<file path="src/rtl/apb_pkg.sv">
// Shared types and default widths for the APB master bridge.
// Latency: n/a (types and constants only).
// Backpressure: n/a.
package apb_pkg;

    localparam int ADDR_W = 8;
    localparam int DATA_W = 32;

    typedef enum logic [1:0] {
        IDLE   = 2'd0,
        SETUP  = 2'd1,
        ACCESS = 2'd2,
        RESP   = 2'd3
    } apb_state_e;

    // Completion status carried on the response channel.
    typedef enum logic {
        OKAY    = 1'b0,
        TIMEOUT = 1'b1
    } apb_status_e;

endpackage

</file>
<file path="src/rtl/apb_master_bridge_if.sv">
// Command, response and APB bus signals of the bridge.
// Latency: n/a (wiring only).
// Backpressure: cmd uses valid/ready, rsp uses valid/ready, APB uses pready.
// Modports: master = bridge side, slave = requester/APB-slave environment side.
interface apb_master_bridge_if #(
    parameter int ADDR_W = apb_pkg::ADDR_W,
    parameter int DATA_W = apb_pkg::DATA_W
);
    // command channel
    logic              cmd_valid;
    logic              cmd_ready;
    logic              cmd_write;
    logic [ADDR_W-1:0] cmd_addr;
    logic [DATA_W-1:0] cmd_wdata;
    // response channel
    logic              rsp_valid;
    logic              rsp_ready;
    logic              rsp_write;
    logic [DATA_W-1:0] rsp_rdata;
    logic              rsp_timeout;
    // APB
    logic              psel;
    logic              penable;
    logic [ADDR_W-1:0] paddr;
    logic              pwrite;
    logic [DATA_W-1:0] pwdata;
    logic              pready;
    logic [DATA_W-1:0] prdata;

    modport master (
        input  cmd_valid, cmd_write, cmd_addr, cmd_wdata, rsp_ready, pready, prdata,
        output cmd_ready, rsp_valid, rsp_write, rsp_rdata, rsp_timeout,
               psel, penable, paddr, pwrite, pwdata
    );

    modport slave (
        output cmd_valid, cmd_write, cmd_addr, cmd_wdata, rsp_ready, pready, prdata,
        input  cmd_ready, rsp_valid, rsp_write, rsp_rdata, rsp_timeout,
               psel, penable, paddr, pwrite, pwdata
    );

endinterface

</file>
<file path="src/rtl/apb_watchdog.sv">
// Saturating ACCESS-cycle counter that flags a stalled APB transfer.
// Latency: expire is combinational from the registered count and en.
// Backpressure: none; counts while en is high, clr restarts it.
// Ports: clk, reset (sync, active-high), clr, en, expire.
module apb_watchdog #(
    parameter int TIMEOUT_CYC = 64
) (
    input  logic clk,
    input  logic reset,
    input  logic clr,
    input  logic en,
    output logic expire
);

    localparam int CNT_W = (TIMEOUT_CYC > 0) ? $clog2(TIMEOUT_CYC + 1) : 1;
    localparam logic [CNT_W-1:0] CNT_MAX  = CNT_W'(TIMEOUT_CYC);
    localparam logic [CNT_W-1:0] CNT_LAST = (TIMEOUT_CYC > 0) ? CNT_W'(TIMEOUT_CYC - 1) : '0;

    // cnt_q = number of ACCESS cycles already completed in this transfer
    logic [CNT_W-1:0] cnt_q;

    always_ff @(posedge clk) begin
        if (reset || clr) begin
            cnt_q <= '0;
        end else if (en && (cnt_q != CNT_MAX)) begin
            cnt_q <= cnt_q + 1'b1;
        end
    end

    // Fires during the TIMEOUT_CYC-th ACCESS cycle, so the abort lands on that edge.
    assign expire = (TIMEOUT_CYC != 0) && en && (cnt_q >= CNT_LAST);

endmodule

</file>
<file path="src/rtl/apb_master_bridge.sv">
// Runs one valid/ready command at a time as an APB SETUP+ACCESS transfer and returns a response.
// Latency: accept edge -> rsp_valid after 1 SETUP + N ACCESS edges (3 edges minimum, counting accept).
// Backpressure: cmd_ready low while busy; in RESP cmd_ready follows rsp_ready so commands chain with no bubble.
// Ports: clk, reset (sync, active-high), bus (apb_master_bridge_if.master: cmd_*, rsp_*, APB).
module apb_master_bridge #(
    parameter int ADDR_W      = apb_pkg::ADDR_W,
    parameter int DATA_W      = apb_pkg::DATA_W,
    parameter int TIMEOUT_CYC = 64
) (
    input  logic                  clk,
    input  logic                  reset,
    apb_master_bridge_if.master   bus
);
    import apb_pkg::*;

    apb_state_e        state_q, state_d;
    logic              psel_q, psel_d;
    logic              penable_q, penable_d;
    logic [ADDR_W-1:0] paddr_q, paddr_d;
    logic              pwrite_q, pwrite_d;
    logic [DATA_W-1:0] pwdata_q, pwdata_d;
    logic              rsp_valid_q, rsp_valid_d;
    logic              rsp_write_q, rsp_write_d;
    logic [DATA_W-1:0] rsp_rdata_q, rsp_rdata_d;
    apb_status_e       status_q, status_d;

    // Keeps cmd_ready low for the cycle that reset was sampled, even though state is IDLE.
    logic in_reset_q;
    logic cmd_ready;
    logic accept;
    logic wd_en;
    logic wd_expire;

    assign cmd_ready = !in_reset_q &&
                       ((state_q == IDLE) || ((state_q == RESP) && bus.rsp_ready));
    assign accept    = cmd_ready && bus.cmd_valid;
    assign wd_en     = (state_q == ACCESS);

    apb_watchdog #(
        .TIMEOUT_CYC (TIMEOUT_CYC)
    ) u_watchdog (
        .clk    (clk),
        .reset  (reset),
        .clr    (accept),
        .en     (wd_en),
        .expire (wd_expire)
    );

    always_comb begin
        state_d     = state_q;
        psel_d      = psel_q;
        penable_d   = penable_q;
        paddr_d     = paddr_q;
        pwrite_d    = pwrite_q;
        pwdata_d    = pwdata_q;
        rsp_valid_d = rsp_valid_q;
        rsp_write_d = rsp_write_q;
        rsp_rdata_d = rsp_rdata_q;
        status_d    = status_q;

        case (state_q)
            IDLE, RESP: begin
                if ((state_q == RESP) && bus.rsp_ready) begin
                    rsp_valid_d = 1'b0;
                    state_d     = IDLE;
                end
                if (accept) begin
                    paddr_d  = bus.cmd_addr;
                    pwrite_d = bus.cmd_write;
                    pwdata_d = bus.cmd_wdata;
                    psel_d   = 1'b1;
                    state_d  = SETUP;
                end
            end
            SETUP: begin
                penable_d = 1'b1;
                state_d   = ACCESS;
            end
            ACCESS: begin
                // A slave completing on the last allowed cycle wins over the watchdog.
                if (bus.pready || wd_expire) begin
                    psel_d      = 1'b0;
                    penable_d   = 1'b0;
                    rsp_valid_d = 1'b1;
                    rsp_write_d = pwrite_q;
                    state_d     = RESP;
                    if (bus.pready) begin
                        status_d    = OKAY;
                        rsp_rdata_d = pwrite_q ? '0 : bus.prdata;
                    end else begin
                        status_d    = TIMEOUT;
                        rsp_rdata_d = '0;
                    end
                end
            end
            default: state_d = IDLE;
        endcase
    end

    always_ff @(posedge clk) begin
        if (reset) begin
            state_q     <= IDLE;
            psel_q      <= 1'b0;
            penable_q   <= 1'b0;
            paddr_q     <= '0;
            pwrite_q    <= 1'b0;
            pwdata_q    <= '0;
            rsp_valid_q <= 1'b0;
            rsp_write_q <= 1'b0;
            rsp_rdata_q <= '0;
            status_q    <= OKAY;
            in_reset_q  <= 1'b1;
        end else begin
            state_q     <= state_d;
            psel_q      <= psel_d;
            penable_q   <= penable_d;
            paddr_q     <= paddr_d;
            pwrite_q    <= pwrite_d;
            pwdata_q    <= pwdata_d;
            rsp_valid_q <= rsp_valid_d;
            rsp_write_q <= rsp_write_d;
            rsp_rdata_q <= rsp_rdata_d;
            status_q    <= status_d;
            in_reset_q  <= 1'b0;
        end
    end

    assign bus.cmd_ready   = cmd_ready;
    assign bus.psel        = psel_q;
    assign bus.penable     = penable_q;
    assign bus.paddr       = paddr_q;
    assign bus.pwrite      = pwrite_q;
    assign bus.pwdata      = pwdata_q;
    assign bus.rsp_valid   = rsp_valid_q;
    assign bus.rsp_write   = rsp_write_q;
    assign bus.rsp_rdata   = rsp_rdata_q;
    assign bus.rsp_timeout = (status_q == TIMEOUT);

endmodule

</file>
<file path="src/flat_wrapper.sv">
// flat-port wrapper written by rule: the top's interface ports become plain ports
module apb_master_bridge_flat import apb_pkg::*;
#(
    parameter int ADDR_W      = apb_pkg::ADDR_W,
    parameter int DATA_W      = apb_pkg::DATA_W,
    parameter int TIMEOUT_CYC = 64
)
  (clk, reset, bus_cmd_valid, bus_cmd_write, bus_cmd_addr, bus_cmd_wdata, bus_rsp_ready, bus_pready, bus_prdata, bus_cmd_ready, bus_rsp_valid, bus_rsp_write, bus_rsp_rdata, bus_rsp_timeout, bus_psel, bus_penable, bus_paddr, bus_pwrite, bus_pwdata);
  apb_master_bridge_if #(.ADDR_W(ADDR_W), .DATA_W(DATA_W)) bus_i ();
  input  logic clk;
  input  logic reset;
  input wire logic [$bits(bus_i.cmd_valid)-1:0] bus_cmd_valid;
  input wire logic [$bits(bus_i.cmd_write)-1:0] bus_cmd_write;
  input wire logic [$bits(bus_i.cmd_addr)-1:0] bus_cmd_addr;
  input wire logic [$bits(bus_i.cmd_wdata)-1:0] bus_cmd_wdata;
  input wire logic [$bits(bus_i.rsp_ready)-1:0] bus_rsp_ready;
  input wire logic [$bits(bus_i.pready)-1:0] bus_pready;
  input wire logic [$bits(bus_i.prdata)-1:0] bus_prdata;
  output wire logic [$bits(bus_i.cmd_ready)-1:0] bus_cmd_ready;
  output wire logic [$bits(bus_i.rsp_valid)-1:0] bus_rsp_valid;
  output wire logic [$bits(bus_i.rsp_write)-1:0] bus_rsp_write;
  output wire logic [$bits(bus_i.rsp_rdata)-1:0] bus_rsp_rdata;
  output wire logic [$bits(bus_i.rsp_timeout)-1:0] bus_rsp_timeout;
  output wire logic [$bits(bus_i.psel)-1:0] bus_psel;
  output wire logic [$bits(bus_i.penable)-1:0] bus_penable;
  output wire logic [$bits(bus_i.paddr)-1:0] bus_paddr;
  output wire logic [$bits(bus_i.pwrite)-1:0] bus_pwrite;
  output wire logic [$bits(bus_i.pwdata)-1:0] bus_pwdata;
  assign bus_i.cmd_valid = bus_cmd_valid;
  assign bus_i.cmd_write = bus_cmd_write;
  assign bus_i.cmd_addr = bus_cmd_addr;
  assign bus_i.cmd_wdata = bus_cmd_wdata;
  assign bus_i.rsp_ready = bus_rsp_ready;
  assign bus_i.pready = bus_pready;
  assign bus_i.prdata = bus_prdata;
  assign bus_cmd_ready = bus_i.cmd_ready;
  assign bus_rsp_valid = bus_i.rsp_valid;
  assign bus_rsp_write = bus_i.rsp_write;
  assign bus_rsp_rdata = bus_i.rsp_rdata;
  assign bus_rsp_timeout = bus_i.rsp_timeout;
  assign bus_psel = bus_i.psel;
  assign bus_penable = bus_i.penable;
  assign bus_paddr = bus_i.paddr;
  assign bus_pwrite = bus_i.pwrite;
  assign bus_pwdata = bus_i.pwdata;
  apb_master_bridge #(.ADDR_W(ADDR_W), .DATA_W(DATA_W), .TIMEOUT_CYC(TIMEOUT_CYC)) u_core (.clk(clk), .reset(reset), .bus(bus_i));
endmodule
</file>
<file path="config.mk">
export PLATFORM = sky130hd
export DESIGN_NAME = apb_master_bridge_flat
export DESIGN_NICKNAME = d
export VERILOG_FILES = /design/src/rtl/apb_pkg.sv /design/src/rtl/apb_master_bridge_if.sv /design/src/rtl/apb_watchdog.sv /design/src/rtl/apb_master_bridge.sv /design/src/flat_wrapper.sv
export SDC_FILE = /design/constraint.sdc
export NUM_CORES = 1
export LEC_CHECK = 0
export CAP_MARGIN = 10
export CORE_MARGIN = 10
export CORE_UTILIZATION = 43
export DETAILED_ROUTE_END_ITERATION = 16
export PLACE_DENSITY_LB_ADDON = 0.12
export SLEW_MARGIN = 40
export SYNTH_ARGS = -nofsm -noshare
export SYNTH_HDL_FRONTEND = slang
export SYNTH_HIERARCHICAL = 1
export SYNTH_SLANG_ARGS = --single-unit
</file>
<file path="constraint.sdc">
create_clock -name clk -period 1.8 [get_ports clk]
set_input_delay 0.18 -clock clk [delete_from_list [all_inputs] [get_ports clk]]
set_output_delay 0.18 -clock clk [all_outputs]
set_load 0.05 [all_outputs]
</file>
==> results.sh <==
export IMPL_outcome="completed"
export IMPL_post_cts_buffers=0
export IMPL_hold_viol=0
export IMPL_cts_buffers=9
export IMPL_syn2layout_area_growth_pct=49.7
export IMPL_drive_above_1_share=0.0723
export IMPL_clockBufferDepth=2
export IMPL_antenna_found_initial=0
export IMPL_timing_rr_end="u_core/bus.rsp_rdata[15]$_SDFFE_PP0P_"
export IMPL_rr_worst_depth=7
export IMPL_synth_edf_count=0
export IMPL_slew_viol_final=0
export IMPL_powerDensity_nw_per_um2=1100
export IMPL_num_vias=3302
export IMPL_synth_seq_area_share=0.466
export IMPL_fp_dieW_um=114
export IMPL_worstSetupStartpointType="register"
export IMPL_setup_viol=0
export IMPL_core_area_um2=8640
export IMPL_clkLatencyLatePin_ns=0.34
export IMPL_yosys_warnings=6
export IMPL_critPathTopFamily="buffers and inverters"
export IMPL_crit_required_ns=1.62
export IMPL_synth_top_area_cell="dfxtp_1"
export IMPL_final_setup_tns_ns=0
export IMPL_maxCapViolCount=0
export IMPL_hp_class="primary input to register"
export IMPL_grt_max_degree=70
export IMPL_cp_depth=1
export IMPL_routed_wl_um=10500
export IMPL_worstReg2RegStart="u_core/state_q[0]$_SDFFE_PP0P_"
export IMPL_cts_sinks=88
export IMPL_yosys_top_cells_count="dfxtp_1 (88), nand2b_1 (85), mux2i_1 (43)"
export IMPL_drtAntennaViolNets=0
export IMPL_reg2reg_slack_ns=0.14
export IMPL_synthArstFlopShare=0
export IMPL_synth_most_common_cell="dfxtp_1"
export IMPL_worst_ep_arrival_time_ns=1.55
export IMPL_crit_chain="clkdlybuf4s50_1"
export IMPL_synth_distinct_cells=36
export IMPL_critPathSlowestCell="clkdlybuf4s50_1"
export IMPL_synthCells=414
export IMPL_clk_pin_slew_worst_paths_ns=0.09
export IMPL_ir_drop_v=0.000487
export IMPL_clockRootBuffer="clkbuf_8"
export IMPL_fin_skew_ns=0.00833
export IMPL_fillCellCount=712
export IMPL_crit_path_max_fanout=3
export IMPL_gr_total_overflow=0
export IMPL_cp_end_kind="primary output"
export IMPL_routed_via_density=4.89
export IMPL_worstMarginPinSlew_ns=0.563
export IMPL_num_rows=34
export IMPL_dp_hpwl_um=7600
export IMPL_crit_end="bus_rsp_valid"
export IMPL_synth_area_leaders="dfxtp_1 (47%), nand2b_1 (14%), mux2i_1 (11%)"
export IMPL_min_period_ns=1.73
export IMPL_power_mw=6.21
export IMPL_n_antenna_cell=0
export IMPL_die_area_um2=12900
export IMPL_fin_nets=645
export IMPL_max_freq_mhz=578
export IMPL_tritoncts="done"
export IMPL_place_area_um2=5450
export IMPL_regArea_um2=1760
export IMPL_track_usage=0.150
export IMPL_finalInstanceArea_um2=5660
export IMPL_period_share=0.961
export IMPL_drc=0
export IMPL_cts_resized=0
export IMPL_multi_input_area_um2=1870
export IMPL_portBuffers=156
export IMPL_grt_pass1_wl_um=16100
export IMPL_dr_pass1_iters=4
export IMPL_gp_congestion=0.760
export IMPL_fp_dieH_um=114
export IMPL_critPathLaunch="u_core/bus.rsp_valid$_SDFFE_PP0P_"
export IMPL_ys_flop_type="dfxtp_1"
export IMPL_avgSynthCellArea_um2=9.13
export IMPL_crit_buf_inv=1
export IMPL_yosysTopAreaCellShare=0.466
export IMPL_power_leakage_nw=1.94
export IMPL_grt_pass1_vias=3205
export IMPL_slew_headroom=0.625
export IMPL_worst_setup_path_type="register to primary output"
export IMPL_syn_area_um2=3780
export IMPL_drt_iter0_drc=165
export IMPL_start_util=0.438
export IMPL_h_tree_depth=3
export IMPL_wl_per_cell_um=15.5
export IMPL_slowest_delay_ns=0.83
export IMPL_syn_num_nets=497
export IMPL_ys_ff_latch=88
export IMPL_rsz0062_at_grt="no"
export IMPL_hold_buffers=0
export IMPL_pin_count=157
-- report_power, final --
part	internal, mW	leakage (nW)	switching [mW]	total (mW)
logic	1.09	1.15	1.59	2.68
clock network	0.535	0.0813	0.690	1.23
registers	2.17	0.714	0.135	2.31
total	3.80	1.94	2.41	6.21
-- cell families after synthesis --
group	Yosys count	synth area share
AOI/OAI and AO/OA	58	0.0860
adders and majority gates	5	0.0165
buffers and inverters	34	0.0470
and+or+nand+nor	184	0.266
xor gates and xnor gates	2	0.00463
DFF	88	0.466
muxes	43	0.114
-- metrics by stage --
| step | worst slack, ns | utilization | hold WS, ns | instances |
|---|---|---|---|---|
| after global routing | 0.00657 | 0.655 | 0.374 | 675 |
| after floorplan | 0.135 | - | 0.208 | 414 |
| after global placement | 0.155 | 0.631 | 0.436 | 658 |
| after CTS | 0.0395 | 0.651 | 0.309 | 674 |
| after detailed placement | 0.0718 | 0.631 | 0.443 | 658 |
| final | 0.0697 | 0.655 | 0.315 | 675 |
-- registers in the layout, summed over array words and instances (netlist names) --
| name | count |
|---|---|
| u_core/bus.penable | 1 |
| u_core/bus.pwrite | 1 |
| u_core/u_watchdog/cnt_q | 7 |
| u_core/bus.rsp_rdata | 32 |
| u_core/bus.rsp_valid | 1 |
| u_core/state_q | 2 |
| u_core/bus.psel | 1 |
| u_core/bus.pwdata | 32 |
| u_core/in_reset_q | 1 |
| u_core/bus.paddr | 8 |
| u_core/bus.rsp_write | 1 |
| u_core/bus.rsp_timeout | 1 |
-- how the worst min path moves through the flow --
stage | from | to | slack [ns] | cells after the start
2_1_floorplan | reset | u_core/in_reset_q$_DFF_P_ | 0.21 | 0
3_3_place_gp | u_core/bus.rsp_rdata[21]$_SDFFE_PP0P_ | u_core/bus.rsp_rdata[21]$_SDFFE_PP0P_ | 0.44 | 2
3_5_place_dp | u_core/bus.rsp_rdata[4]$_SDFFE_PP0P_ | u_core/bus.rsp_rdata[4]$_SDFFE_PP0P_ | 0.44 | 2
4_1_cts | reset | u_core/bus.penable$_SDFFE_PP0P_ | 0.31 | 2
5_1_grt | reset | u_core/bus.rsp_write$_SDFFE_PP0P_ | 0.37 | 2
6_report | reset | u_core/bus.penable$_SDFFE_PP0P_ | 0.32 | 2
-- placed cells by master (no fill, tap or decap), drive strengths merged, types with 8 or more instances in the layout --
| master | instances |
|---|---|
| clkbuf | 12 |
| dfxtp | 88 |
| nand2b | 85 |
| mux2i | 43 |
| clkdlybuf4s50 | 152 |
| nand2 | 42 |
| nor2 | 8 |
| buf | 14 |
| a21oi | 42 |
| nand3 | 32 |
-- area by class of cell --
| cell class | count | area share |
|---|---|---|
| Timing Repair Buffer | 167 | 0.302 |
| Multi-Input combinational cell | 292 | 0.330 |
| Sequential cell | 88 | 0.311 |
| Clock inverter | 5 | 0.00575 |
| Tap cell | 108 | 0.0239 |
| Clock buffer | 11 | 0.0250 |
| Inverter | 4 | 0.00265 |
-- per-layer routing --
layer  track usage  share of wire  up-vias
li1              -              -     1677
met1         0.174           0.42     1507
met2         0.234           0.46      108
met3        0.0756           0.11       10
met4        0.0493          0.014        0
met5             0              0        -
(Power assumes the default switching activity.)
